===== src/rtl/codec_pkg.sv =====
// Shared constants and helpers for the WM8731 I2S receive/transmit paths.
package codec_pkg;

    localparam int DEF_DATA_W = 24;
    localparam int FRAME_BITS = 64;
    localparam int HALF_BITS  = 32;
    localparam int BITCNT_W   = 6;

    typedef enum logic {
        HALF_LEFT  = 1'b0,
        HALF_RIGHT = 1'b1
    } half_e;

    // True when a slot within a half-frame (0 = MSB) carries sample data.
    function automatic logic in_window(input logic [4:0] slot, input int width);
        return (int'(slot) < width);
    endfunction

endpackage


===== src/rtl/i2s_clkgen.sv =====
// BCLK/LRC generator: divides clk down to the bit clock and tracks the 64-bit frame position.
module i2s_clkgen
    import codec_pkg::*;
#(
    parameter int BCLK_HALF = 8
) (
    input  logic                clk,
    input  logic                rst_n,
    input  logic                srst,
    output logic                bclk,
    output logic                lrc,
    output logic [BITCNT_W-1:0] bitcnt,
    output logic                rise_stb,
    output logic                fall_stb
);

    localparam int DIV_W = (BCLK_HALF > 1) ? $clog2(BCLK_HALF) : 1;
    localparam logic [DIV_W-1:0] DIV_LAST = DIV_W'(BCLK_HALF - 1);

    logic [DIV_W-1:0]    div_r;
    logic                bclk_r;
    logic [BITCNT_W-1:0] bitcnt_r;
    logic                tc_s;

    assign tc_s     = (div_r == DIV_LAST);
    assign rise_stb = tc_s & ~bclk_r & ~srst;
    assign fall_stb = tc_s &  bclk_r & ~srst;
    assign bclk     = bclk_r;
    assign bitcnt   = bitcnt_r;
    assign lrc      = bitcnt_r[BITCNT_W-1];

    // Divider, bit clock and frame bit counter; the frame position advances on BCLK falls.
    always_ff @(posedge clk or negedge rst_n) begin
        if (!rst_n) begin
            div_r    <= {DIV_W{1'b0}};
            bclk_r   <= 1'b0;
            bitcnt_r <= {BITCNT_W{1'b0}};
        end else if (srst) begin
            div_r    <= {DIV_W{1'b0}};
            bclk_r   <= 1'b0;
            bitcnt_r <= {BITCNT_W{1'b0}};
        end else if (tc_s) begin
            div_r  <= {DIV_W{1'b0}};
            bclk_r <= ~bclk_r;
            if (bclk_r) begin
                bitcnt_r <= bitcnt_r + BITCNT_W'(1);
            end else begin
                bitcnt_r <= bitcnt_r;
            end
        end else begin
            div_r <= div_r + DIV_W'(1);
        end
    end

endmodule


===== src/rtl/adc_i2s_rx.sv =====
// I2S receiver for the WM8731 ADC path: generates BCLK/ADCLRC, deserialises
// left/right samples and hands each pair to a valid/ready consumer.
module adc_i2s_rx
    import codec_pkg::*;
#(
    parameter int DATA_W    = DEF_DATA_W,
    parameter int BCLK_HALF = 8
) (
    input  logic              clk,
    input  logic              rst_n,
    input  logic              en,
    output logic              adc_bclk,
    output logic              adc_lrc,
    input  logic              adc_dat,
    output logic [DATA_W-1:0] adc_left,
    output logic [DATA_W-1:0] adc_right,
    output logic              adc_valid,
    input  logic              adc_ready,
    output logic              adc_ovr,
    input  logic              ovr_clr
);

    logic                srst_s;
    logic [BITCNT_W-1:0] bitcnt_s;
    logic [BITCNT_W-1:0] pos_s;
    logic                rise_stb_s;
    logic                fall_stb_s;
    logic                dat_s1_r;
    logic                dat_s2_r;
    logic                rise_d1_r;
    logic                rise_d2_r;
    logic                frame_ok_r;
    logic                in_win_s;
    logic                left_win_s;
    logic                right_win_s;
    logic                done_s;
    logic [DATA_W-1:0]   left_sh_r;
    logic [DATA_W-1:0]   right_sh_r;
    logic [DATA_W-1:0]   left_r;
    logic [DATA_W-1:0]   right_r;
    logic                valid_r;
    logic                ovr_r;

    assign srst_s = ~en;

    i2s_clkgen #(
        .BCLK_HALF (BCLK_HALF)
    ) u_clkgen (
        .clk      (clk),
        .rst_n    (rst_n),
        .srst     (srst_s),
        .bclk     (adc_bclk),
        .lrc      (adc_lrc),
        .bitcnt   (bitcnt_s),
        .rise_stb (rise_stb_s),
        .fall_stb (fall_stb_s)
    );

    // Slot 0 of each half is the bit after the LRC edge; for 32-bit samples the
    // last right bit lands at bitcnt 0, so the slot math wraps modulo 64.
    assign pos_s       = bitcnt_s - BITCNT_W'(1);
    assign in_win_s    = in_window(pos_s[4:0], DATA_W);
    assign left_win_s  = (pos_s[5] == HALF_LEFT)  && in_win_s;
    assign right_win_s = (pos_s[5] == HALF_RIGHT) && in_win_s;
    assign done_s      = rise_d2_r && right_win_s && frame_ok_r
                         && (pos_s[4:0] == 5'(DATA_W - 1));

    // Two-flop synchroniser for the codec data line.
    always_ff @(posedge clk or negedge rst_n) begin
        if (!rst_n) begin
            dat_s1_r <= 1'b0;
            dat_s2_r <= 1'b0;
        end else begin
            dat_s1_r <= adc_dat;
            dat_s2_r <= dat_s1_r;
        end
    end

    // Delay the BCLK-rise strobe to line up with the synchroniser latency.
    always_ff @(posedge clk or negedge rst_n) begin
        if (!rst_n) begin
            rise_d1_r <= 1'b0;
            rise_d2_r <= 1'b0;
        end else if (srst_s) begin
            rise_d1_r <= 1'b0;
            rise_d2_r <= 1'b0;
        end else begin
            rise_d1_r <= rise_stb_s;
            rise_d2_r <= rise_d1_r;
        end
    end

    // Frame marker: a pair may only complete if its left MSB was captured in this frame.
    always_ff @(posedge clk or negedge rst_n) begin
        if (!rst_n) begin
            frame_ok_r <= 1'b0;
        end else if (srst_s) begin
            frame_ok_r <= 1'b0;
        end else if (fall_stb_s && (bitcnt_s == BITCNT_W'(0))) begin
            frame_ok_r <= 1'b0;
        end else if (rise_d2_r && left_win_s && (pos_s[4:0] == 5'd0)) begin
            frame_ok_r <= 1'b1;
        end else begin
            frame_ok_r <= frame_ok_r;
        end
    end

    // MSB-first shift registers for the two half-frames.
    always_ff @(posedge clk or negedge rst_n) begin
        if (!rst_n) begin
            left_sh_r  <= {DATA_W{1'b0}};
            right_sh_r <= {DATA_W{1'b0}};
        end else if (srst_s) begin
            left_sh_r  <= {DATA_W{1'b0}};
            right_sh_r <= {DATA_W{1'b0}};
        end else if (rise_d2_r && left_win_s) begin
            left_sh_r <= {left_sh_r[DATA_W-2:0], dat_s2_r};
        end else if (rise_d2_r && right_win_s) begin
            right_sh_r <= {right_sh_r[DATA_W-2:0], dat_s2_r};
        end else begin
            left_sh_r  <= left_sh_r;
            right_sh_r <= right_sh_r;
        end
    end

    // Output buffer and handshake; en does not touch a pending pair.
    always_ff @(posedge clk or negedge rst_n) begin
        if (!rst_n) begin
            left_r  <= {DATA_W{1'b0}};
            right_r <= {DATA_W{1'b0}};
            valid_r <= 1'b0;
        end else if (done_s && (!valid_r || adc_ready)) begin
            left_r  <= left_sh_r;
            right_r <= {right_sh_r[DATA_W-2:0], dat_s2_r};
            valid_r <= 1'b1;
        end else if (valid_r && adc_ready) begin
            valid_r <= 1'b0;
        end else begin
            valid_r <= valid_r;
        end
    end

    // Sticky overrun: a dropped pair outranks a clear request in the same cycle.
    always_ff @(posedge clk or negedge rst_n) begin
        if (!rst_n) begin
            ovr_r <= 1'b0;
        end else if (done_s && valid_r && !adc_ready) begin
            ovr_r <= 1'b1;
        end else if (ovr_clr) begin
            ovr_r <= 1'b0;
        end else begin
            ovr_r <= ovr_r;
        end
    end

    assign adc_left  = left_r;
    assign adc_right = right_r;
    assign adc_valid = valid_r;
    assign adc_ovr   = ovr_r;

endmodule

===== config.mk =====
export PLATFORM = sky130hd
export DESIGN_NAME = adc_i2s_rx
export DESIGN_NICKNAME = d
export VERILOG_FILES = /design/src/rtl/codec_pkg.sv /design/src/rtl/i2s_clkgen.sv /design/src/rtl/adc_i2s_rx.sv
export SDC_FILE = /design/constraint.sdc
export NUM_CORES = 1
export LEC_CHECK = 0
export CAP_MARGIN = 20
export CORE_UTILIZATION = 45
export DETAILED_ROUTE_END_ITERATION = 7
export PLACE_DENSITY = 0.67
export SLEW_MARGIN = 10
export SYNTH_ARGS = -nofsm -noshare
export SYNTH_HDL_FRONTEND = slang
export SYNTH_SLANG_ARGS = --single-unit

===== constraint.sdc =====
create_clock -name clk -period 4.6 [get_ports clk]
set_input_delay 0.46 -clock clk [delete_from_list [all_inputs] [get_ports clk]]
set_output_delay 0.46 -clock clk [all_outputs]
set_load 0.1 [all_outputs]

======== After elaboration in Yosys (flattened, before gate mapping) ========
Index checks and enable logic that the tools add are counted.
cells by class
  add/sub/neg operators ................... 3
  order comparisons ....................... 1
  eq/ne operators ......................... 8
  mux-type cells .......................... 21
  bitwise logic cells ..................... 6
  reduce and logical (&&, ||, !) cells .... 21
operators by type and width
  kind                                                    number
  two-way mux 23 bit                                      3
  two-way mux 24 bit                                      2
  two-way mux 6 bit                                       3
  logical AND 1 bit                                       12
  two-way mux 1 bit                                       11
  inequality test 2 x 1 -> 1 bit (second input constant)  4
  adder 6 x 1 -> 6 bit (second input constant)            1
  zero test 6 bit                                         1
  two-way mux 3 bit                                       2
  subtractor 6 x 1 -> 6 bit (second input constant)       1
  equality test 5 bit (second input constant)             1
  zero test 5 bit                                         1
  < comparator 5 bit (second input constant)              1
  bitwise AND 1 bit                                       4
  AND reduction 2 bit                                     2
  nonzero test 2 bit                                      2
  adder 3 x 1 -> 3 bit (second input constant)            1
  equality test 3 bit (second input constant)             1
  inequality test 3 x 1 -> 1 bit (second input constant)  1
  zero test 1 bit                                         2
  inequality test 2 bit (second input constant)           1
  inverter 1 bit                                          2
  logical OR 1 bit                                        1
word-level totals
  bits in registers ....................... 112
  input port bits ......................... 6
  output and inout port bits .............. 52

======== Logic depth before layout (Yosys ltp) ========
Gate-level depths: netlist (run 1).
  depth after elaboration ................. 9
  depth in mapped cells ................... 8

======== By module ========
A second synthesis (run 1) with hierarchy kept.
unflattened totals
  cells, all modules ...................... 333
  area, all modules ....................... 4576.9 µm²
modules (own cells, without submodules)
  module      instances  cells each  area an instance (µm²)
  adc_i2s_rx  1          288         4110.2
  i2s_clkgen  1          45          466.7

======== Least setup slack after synthesis (run 1) ========
OpenSTA, ideal clock, no wires.
  kind .................................... register to register
  from .................................... reg u_clkgen.bitcnt_r[0] (netlist: u_clkgen.bitcnt[0])
  to ...................................... reg left_r[20] (netlist: adc_left[20])
  library setup time ...................... 125 ps
  arrival ................................. 2099 ps
  path slack .............................. 2375 ps
  stages on the path, launching flop included .. 9
  buffers on the path ..................... 2
  cell sequence ........................... dfrtp_1 inv_1 ha_1 or4b_4 o311ai_4 nand4_2 buf_6 buf_6 mux2_4
between the ends
  longest elaborated chain between the ends .. 7
ends and longest elaborated chain
  item                             RTL line           source
  start: declaration               i2s_clkgen.sv:22   logic [BITCNT_W-1:0] bitcnt_r;
  start signal: assignment         i2s_clkgen.sv:37   bitcnt_r <= {BITCNT_W{1'b0}};
  start signal: assignment         i2s_clkgen.sv:41   bitcnt_r <= {BITCNT_W{1'b0}};
  start signal: assignment         i2s_clkgen.sv:46   bitcnt_r <= bitcnt_r + BITCNT_W'(1);
  subtractor 6 x 1 -> 6 bit (*)    adc_i2s_rx.sv:61   assign pos_s = bitcnt_s - BITCNT_W'(1);
  < comparator 5 bit               codec_pkg.sv:16    return (int'(slot) < width);
  logical AND 1 bit                adc_i2s_rx.sv:64   assign right_win_s = (pos_s[5] == HALF_RIGHT) && in_win_s;
  logical AND 1 bit (2 in series)  adc_i2s_rx.sv:65   assign done_s = rise_d2_r && right_win_s && frame_ok_r
  logical AND 1 bit (*)            adc_i2s_rx.sv:66   && (pos_s[4:0] == 5'(DATA_W - 1));
  logical AND 1 bit (*)            adc_i2s_rx.sv:132  end else if (done_s && (!valid_r || adc_ready)) begin
  end signal: assignment           adc_i2s_rx.sv:129  left_r <= {DATA_W{1'b0}};
  end signal: assignment           adc_i2s_rx.sv:133  left_r <= left_sh_r;
  end: declaration                 adc_i2s_rx.sv:39   logic [DATA_W-1:0] left_r;
Every way passes the cells marked *; elsewhere a longest branch is shown, timed or not.
A chain may end at the register's enable or synchronous reset.

======== Worst setup path after layout (run 1) ========
Same ends and word-level chain as after synthesis.

==> results of run 1 <==
area by class of cell:
class / instances / area, µm²
fill: 905 / 4700
sequential: 112 / 2800
multi-input combinational: 203 / 1750
timing repair buffer: 62 / 633
tap: 136 / 170
clock buffer: 10 / 128
clock inverter: 6 / 73.8
inverter: 4 / 15.0
kinds of logic (layout without fill, tap and decap cells):
family / after synthesis / in the layout
fa+ha+maj: 6 / 6
buf+inv: 24 / 82
mux: 95 / 95
simple gates: 84 / 84
flops: 112 / 112
compound gates: 11 / 11
xor+xnor: 7 / 7
cells in the final DEF (no fill, tap or decap), types with 3 or more instances in the layout:
master and n:
mux2_2 28, inv_1 4, mux2_4 20, nor2_1 3
ha_1 6, xnor2_1 5, dfrtp_1 112, mux2i_1 47
clkdlybuf4s50_1 55, and2_1 9, clkbuf_8 9, buf_4 4
nand2_1 55
power breakdown:
part	switching, mW	internal (mW)
clock	0.333	0.261
combinational	0.0288	0.00915
sequential	0.00118	0.987
routing by layer:
metal / wire [µm] / GRT usage [%] / part of all wire, % / vias to the layer above
met3: 308 / 4.05 / 4.0 / 11
met5: 0 / 0 / 0 / -
met4: 144 / 6.22 / 1.9 / 0
met2: 3450 / 22.5 / 45 / 48
li1: - / - / - / 1263
met1: 3840 / 22.5 / 50 / 1301
worst max-delay path, cell delays in order (launching register included):
cell,delay (ns)
dfrtp_1,0.46
inv_1,0.15
ha_1,0.27
or4b_4,0.51
o311ai_4,0.10
nand4_4,0.51
buf_12,0.38
mux2_4,0.31
path summary, 6_finish.rpt:
kind / start / end / depth (start not counted)
setup / recovery: u_clkgen.bitcnt[0] / adc_left[20] / 7
min in group clk: dat_s1_r / dat_s2_r / 0
hold reg to reg: dat_s1_r / dat_s2_r / 0
max in group asynchronous: rst_n / right_sh_r[2] / 3
hold / removal: rst_n / right_sh_r[10] / 1
setup reg to reg: u_clkgen.bitcnt[0] / adc_left[20] / 7
sequential cells by signal, summed over array words and instances (netlist names), 3 cells and up:
name and flops:
right_sh_r 23, left_sh_r 24, u_clkgen.div_r 3, u_clkgen.bitcnt 6
adc_right 24, adc_left 24
==> results.md, run 1 <==
- Outcome: complete, no violations
- Mean Syn Cell Area: about 14 µm²
- Place WS: 1.49 ns
- Post-route minimum period: between 2 and 3 ns
- Critical Path AT: about 3.1 ns
- Crit Path Max Fanout: 26
- 1st-iter DRT viols: between 80 and 90
- Max Transition Viols Final: 0
- Max_cap viols: 0
- Unique masters post-synth: 37
- Site Rows: 37
- CP startpoint kind: register
- CP Class: reg2reg
- Fin crit share: between 60% and 70%
- Share of cells above drive strength 1: approximately 19%
- Finished Layout Cells: ~530
- Max clock buf depth: 2
- F_max: 353 MHz
- Post-synthesis mux area share: 23.0%
- Total power: between 1.5 and 2 mW
- Total GRT Usage: 15.6%
- Worst Path Required: approximately 4.9 ns
- Final-stage net count: around 400
- Cells after synthesis: roughly 340
- Post-Synth XOR/XNOR Area: ~1.3%
- Port bufs: 57
- Dpl cell area: around 5300 µm²
- Slew Limit Headroom: 28.6%
- Die Span X: about 100 µm
- Grt ovf: 0
- Layout area overhead: 17.9%
- Util after Layout: around 54%
- Setup TNS: 0 ns
- Yosys warns: 0
- Largest net degree at the start of global routing: between 80 and 90
- GPL Wtd Cong: ~0.73
- Hold Buf Count CTS: 0
- Worst Skew: 0.0153 ns
- #FFs+latches synth: 112
- Final Cell Area: between 5000 and 6000 µm²
- Hold WS: between 0.003 and 0.004 ns
- Compound-gate portion of the synthesized area: under 10%
- DRC: 0
- Post-synth EDFFs: 0
- Fraction of registers with async set/reset: 100%
- Drt wl/cell: between 10 and 15 µm
- DP HPWL: roughly 4.8 mm
- Routed Antenna Nets: 0
- Antenna diodes: 0
- Top_reg_cell synth: dfrtp_1
- CTS tree: yes
- RSZ-0062 raised after global routing: no
- Power per cell area: about 290 nW/µm²
- Initial antenna violation count: 0
- Num CTS Buffers: 9
- I/O pins: 58
- Synth area leaders: dfrtp_1, mux2i_1, mux2_2, mux2_4, nand2_1
- Post-DR vias/cell: ~4.9
- Synthesized Nets: approximately 350
- Num Clock Sinks: around 110
- Final hold viol count: 0
- Cell Area, Synth: about 4700 µm²
- Total core area: just over 10,000 µm²
- Post-Synth Adder-Cell Area: under 10%
- Synth cell count leaders: dfrtp_1, nand2_1, mux2i_1
- P_leak: 2.57 nW
- Die Y: ~100 µm
- Setup Viol. Count Final: 0
- Sequential fraction of the synthesis area: a little under 60%
- Post-CTS sizing: 0
- Htree depth: 3
- Worst setup EP type: register
- Clk Latency, worst-skew pair: between 0.3 and 0.4 ns
- Final Routed Wirelength: 7.74 mm
- Routed vias: about 2,600
- Placed Cells incl. Taps: 515
- CTS clk-pin slew, worst paths: about 0.1 ns
- Post-Synth Simple-Gate Area: under 10%
- Largest family of logic cells by synthesized area: multiplexers
- Die ar.: approximately 11,000 µm²
- Most frequent cell after synthesis: dfrtp_1
- Root Driver: clkbuf_8
- Area share of the largest cell type after synthesis: 59.2%
- Vias in the first global route: approximately 2,700
- Flop2flop setup slack: between 1.5 and 2 ns
- Peak supply drop: approximately 0.17 mV
- Worst Tran Pin Value: roughly 1.1 ns
- Worst hold path class: in2async
- DR pass1 iterations: 4
- First-pass GRT wire length: about 14 mm
- Library cell with the largest summed area after synthesis: dfrtp_1
- Final setup margin: 1.77 ns
- Starting Density: between 40% and 50%
- # Post-CTS Setup Buffers: 0
Note: power is estimated with default switching activity, not from simulation.
==> run 2, diff against run 1 <==
PLACE_DENSITY = 0.69   (was 0.67)
clock period = 2.3 ns   (was 4.6 ns; I/O delays follow)
==> run 2 against run 1 <==
  * Maximum frequency is 32% higher
  * Critical path depth did not move
  * Hold slack better by 0.31 ns
  * Clock skew about the same
  * Register-to-register slack worse by 1.6 ns
  * Clock-buffer cell count did not move
  * Core utilization shrank 0.17 points
  * Design area is 0.31% lower
  * Clock power rose by 110%
  * Total power rose by 100%
  * Critical endpoint is now adc_left[21]
==> results.md, run 2 (synthesized netlist as in run 1, its figures left out) <==
- Root Driver: clkbuf_8
- Drt wl/cell: about 14 µm
- Sequential share of power: 60.0%
- Worst Skew: 0.0149 ns
- Clock share of power: 37.6%
- Internal: roughly 2.5 mW
- 1st-iter DRT viols: 93
- Setup Viol. Count Final: 0
- Site Rows: 37
- Post-DR vias/cell: around 5
- Power per cell area: just under 600 nW/µm²
- Buf/Inv on CP: 2
- CTS tree: yes
- Grt ovf: 0
- Clk Latency, worst-skew pair: between 0.3 and 0.4 ns
- Initial antenna violation count: 0
- Worst hold start: adc_dat
- Port bufs: 57
- Crit-path cells: inv_1 -> ha_1 -> or4b_4 -> o311ai_4 -> nand4_4 -> buf_12 -> mux2_4
- Outcome: complete, no violations
- Routed vias: around 2,700
- CP startpoint kind: register
- RSZ-0062 raised after global routing: no
- Hold WS: 0.319 ns
- Max_cap viols: 0
- Layout area overhead: 17.5%
- Die ar.: 10,900 µm²
- Sw power: roughly 0.76 mW
- R2R Path Start: u_clkgen.bitcnt[1]
- Max clock buf depth: 2
- Total GRT Usage: 15.9%
- Commonest non-fill, non-tap cell in the layout: dfrtp_1
- Total core area: between 10,000 and 15,000 µm²
- I/O pins: slightly below 60
- Largest net degree at the start of global routing: 62
- Share of cells above drive strength 1: about a third
- Setup TNS: 0 ns
- P_leak: 2.74 nW
- Num Clock Sinks: 112
- Worst hold path class: in2reg
- Die Y: about 100 µm
- DRC: 0
- DP HPWL: 5.19 mm
- Slew Limit Headroom: between 60% and 70%
- Worst setup path startpoint: u_clkgen.bitcnt[1]
- Routed Antenna Nets: 0
- Fill count: around 900
- GPL Wtd Cong: 0.808
- Comb pwr share: under 10%
- Slowest-stage cell, CP: or4b_4
- Num CTS Buffers: 9
- Peak supply drop: roughly 0.32 mV
- Sw frac: a little under a quarter
- Htree depth: 3
- Worst Path Required: between 2 and 3 ns
- Final-stage net count: between 400 and 500
- Post-route minimum period: roughly 2.1 ns
- CP Class: reg2reg
- CTS clk-pin slew, worst paths: about 0.11 ns
- Vias in the first global route: 2,765
- Worst Tran Pin Value: about 0.59 ns
- Final Routed Wirelength: 7.85 mm
- First-pass GRT wire length: between 10 and 15 mm
- F_max: roughly 470 MHz
- Final hold viol count: 0
- CP delay by family, top: simple AND/OR/NAND/NOR gates
- Critical Path AT: around 2.4 ns
- Max Transition Viols Final: 0
- DR pass1 iterations: 4
- Worst setup EP type: register
- Antenna diodes: 0
- Crit Path Max Fanout: 33
- Die Span X: 105 µm
- Most frequent cells in the layout: dfrtp_1, buf_4, nand2_1
- Starting Density: 46.0%
- Fin crit share: between 90% and 100%
- Critical Path Max Stage Delay: around 0.50 ns
-- run 2: cell types whose count changed in the layout (fill, tap and decap cells not counted), sizes merged --
cell | previous run | this run
buf | 7 | 67
dlygate4sd3 | 0 | 1
clkdlybuf4s50 | 55 | 3
clkinv | 1 | 2
clkinvlp | 1 | 0
-- run 2: power by group through the flow --
stage / clock network (mW) / logic [mW] / registers (mW)
after floorplan: 0 / 0.0207 / 2.02
after global placement: 0 / 0.0796 / 2.01
after detailed placement: 0 / 0.0815 / 2.02
after CTS: 1.28 / 0.0830 / 1.98
after global routing: 1.35 / 0.0910 / 1.98
final: 1.24 / 0.0784 / 1.98
-- run 2: final cells by class --
class / instances / area, µm² / area share (%)
Multi-Input combinational cell: 203 / 1750 / 31.6
Tap cell: 136 / 170 / 3.06
Clock buffer: 10 / 128 / 2.30
Timing Repair Buffer: 71 / 603 / 10.8
Clock inverter: 6 / 86.3 / 1.55
Sequential cell: 112 / 2800 / 50.4
Inverter: 4 / 15.0 / 0.270
-- run 2: worst paths after layout --
path	cells after the start	endpoint	slack, ns
worst max register to register	7	adc_left[21]	0.16
max in group asynchronous	3	adc_left[19]	1.24
worst min register to register	0	dat_s2_r	0.36
min in group asynchronous	2	adc_right[11]	0.38
worst max-delay path	7	adc_left[21]	0.16
worst min-delay path	1	dat_s1_r	0.32
-- run 2: per-stage QoR --
stage                     cell area (µm²)  std cells  util, %  power (mW)  setup WS (ns)
final                                5560        542     54.1        3.29          0.160
after global routing                 5560        542     54.1        3.42         0.0512
after CTS                            5560        542     54.1        3.34          0.132
after detailed placement             5340        525     51.9        2.10          0.172
after global placement               5340        525     51.9        2.09          0.228
after floorplan                      4730        339        -        2.04         0.0751
-- run 2: layer usage --
layer | up-vias | GRT usage [%] | share of wire (%)
met5 | - | 0 | 0
met4 | 0 | 5.31 | 1.8
met3 | 12 | 4.74 | 4.6
met2 | 59 | 24.9 | 46
met1 | 1351 | 21.3 | 48
li1 | 1291 | - | -
-- run 2: timing repair --
item                      CTS  global route
resized for setup           0             0
hold buffers                1             0
setup buffers               0             0
hold endpoints to repair   38             0
==> run 3, diff against run 2 <==
PLACE_DENSITY = 0.67   (was 0.69)
clock period = 2.2 ns   (was 2.3 ns; I/O delays follow)
==> run 3 against run 2 <==
  * Combinational power is 7.5% higher
  * Routed wire length rose by 2.0%
  * Maximum frequency rose by 1.3%
  * Register-to-register slack lost 0.07 ns
  * Worst setup slack got worse by 0.073 ns
  * Hold slack better by 0.018 ns
  * Design area grew 0.36%
  * Die area did not move
  * Global-route usage rose by 0.12 points
  * Flip-flop and latch count stayed put
  * Critical path depth unchanged
  * Critical path type unchanged
  * Highest routed layer unchanged
==> results.md, run 3 (synthesized netlist as in run 1, its figures left out) <==
- Post-route minimum period: between 2 and 2.5 ns
- Setup TNS: 0 ns
- RSZ-0062 raised after global routing: no
- Critical Path AT: 2.36 ns
- Layout area overhead: 17.9%
- DP HPWL: between 5 and 6 mm
- Final hold viol count: 0
- Clk Latency, worst-skew pair: roughly 0.37 ns
- Max_cap viols: 0
- Total power: about 3.4 mW
- Fill count: just under 900
- Routed vias: ~2,700
- DR pass1 iterations: 4
- Dpl cell area: approximately 5300 µm²
- Root Driver: clkbuf_8
- Final Cell Area: approximately 5600 µm²
- Die ar.: approximately 11,000 µm²
- CTS clk-pin slew, worst paths: 0.12 ns
- Power per cell area: 613 nW/µm²
- Starting Density: a little under half
- Slew Limit Headroom: between 50% and 60%
- Setup Viol. Count Final: 0
- Hold WS: between 0.3 and 0.4 ns
- Worst Tran Pin Value: slightly above 0.6 ns
- Site Rows: 37
- Worst hold path class: in2async
- Final-stage net count: approximately 420
- 1st-iter DRT viols: roughly 110
- F_max: approximately 470 MHz
- CP startpoint kind: register
- Fin crit share: between 90% and 100%
- Vias in the first global route: 2,788
- Post-DR vias/cell: about 4.9
- Commonest non-fill, non-tap cell in the layout: dfrtp_1
- Grt ovf: 0
- Final setup margin: ~0.087 ns
- First-pass GRT wire length: 13.9 mm
- Final Routed Wirelength: 8.00 mm
- Die Y: 105 µm
- Outcome: complete, no violations
- Register area: between 2000 and 3000 µm²
- Peak supply drop: 0.350 mV
- Crit Path Max Fanout: 10
- Largest net degree at the start of global routing: 48
- Antenna diodes: 0
- CTS tree: yes
- Placed Cells incl. Taps: about 530
- GPL Wtd Cong: 0.790
- Worst Skew: ~0.018 ns
- Worst setup EP type: register
- Multi-input gate area: ~1800 µm²
- I/O pins: 58
- Num Clock Sinks: around 110
- Htree depth: 3
- Num CTS Buffers: 9
- Max clock buf depth: 2
- Initial antenna violation count: 0
- Total core area: 10,300 µm²
- Most frequent cells in the layout: dfrtp_1, buf_4, nand2_1
- Share of cells above drive strength 1: 35.2%
- Max Transition Viols Final: 0
- Die Span X: between 100 and 150 µm
- Routed Antenna Nets: 0
- P_leak: 2.75 nW
- DRC: 0
- Util after Layout: a little over half
- Port bufs: 57
- Place WS: ~0.013 ns
- Worst Path Required: 2.45 ns
- Finished Layout Cells: around 550
- # Post-CTS Setup Buffers: 0
- Drt wl/cell: 14.7 µm
- Total GRT Usage: 16.1%
- CP Class: reg2reg
[run 3: cell count changes in the layout (fill, tap and decap cells not counted), sizes merged]
cell,change
clkbuf,-1
clkinvlp,+1
buf,+3
[run 3: report_power, final]
part           internal, mW  switching [mW]
Combinational        0.0233          0.0611
Sequential             2.06         0.00290
Clock                 0.548           0.721
[run 3: layout make-up]
cell class	instances	area share, %
Tap cell	136	3.05
Sequential cell	112	50.2
Inverter	4	0.269
Multi-Input combinational cell	203	31.5
Clock buffer	9	2.22
Timing Repair Buffer	74	11.2
Clock inverter	7	1.53
[run 3: worst max-delay path, stage by stage, from the launching register on]
cell	delay, ns
dfrtp_1	0.44
inv_2	0.09
ha_2	0.17
or4b_4	0.48
o311ai_4	0.10
nand4_4	0.19
buf_4	0.23
mux2_4	0.31
[run 3: path summary, 6_finish.rpt]
check	slack [ns]	end	cells after the start	start
setup / recovery	0.09	adc_right[23]	7	u_clkgen.bitcnt[1]
hold / removal	0.34	right_sh_r[11]	2	rst_n
setup reg to reg	0.09	adc_right[23]	7	u_clkgen.bitcnt[1]
hold reg to reg	0.36	dat_s2_r	0	dat_s1_r
max in group asynchronous	1.22	u_clkgen.div_r[1]	3	rst_n
min in group clk	0.34	dat_s1_r	1	adc_dat
[run 3: what timing repair did]
item | 4_1_cts | 5_1_grt
gates resized for setup | 1 | 3
hold buffers | 1 | 0
endpoints found under the setup margin | 1 | 23
pin swaps | 0 | 1
hold endpoints to repair | 31 | 0
[run 3: layer usage]
metal | GRT usage (%) | vias to the layer above | share of wire (%)
met5 | 0 | - | 0
met4 | 6.22 | 0 | 0.65
met3 | 3.31 | 2 | 3.3
met2 | 24.6 | 45 | 49
met1 | 22.5 | 1363 | 47
li1 | - | 1283 | -
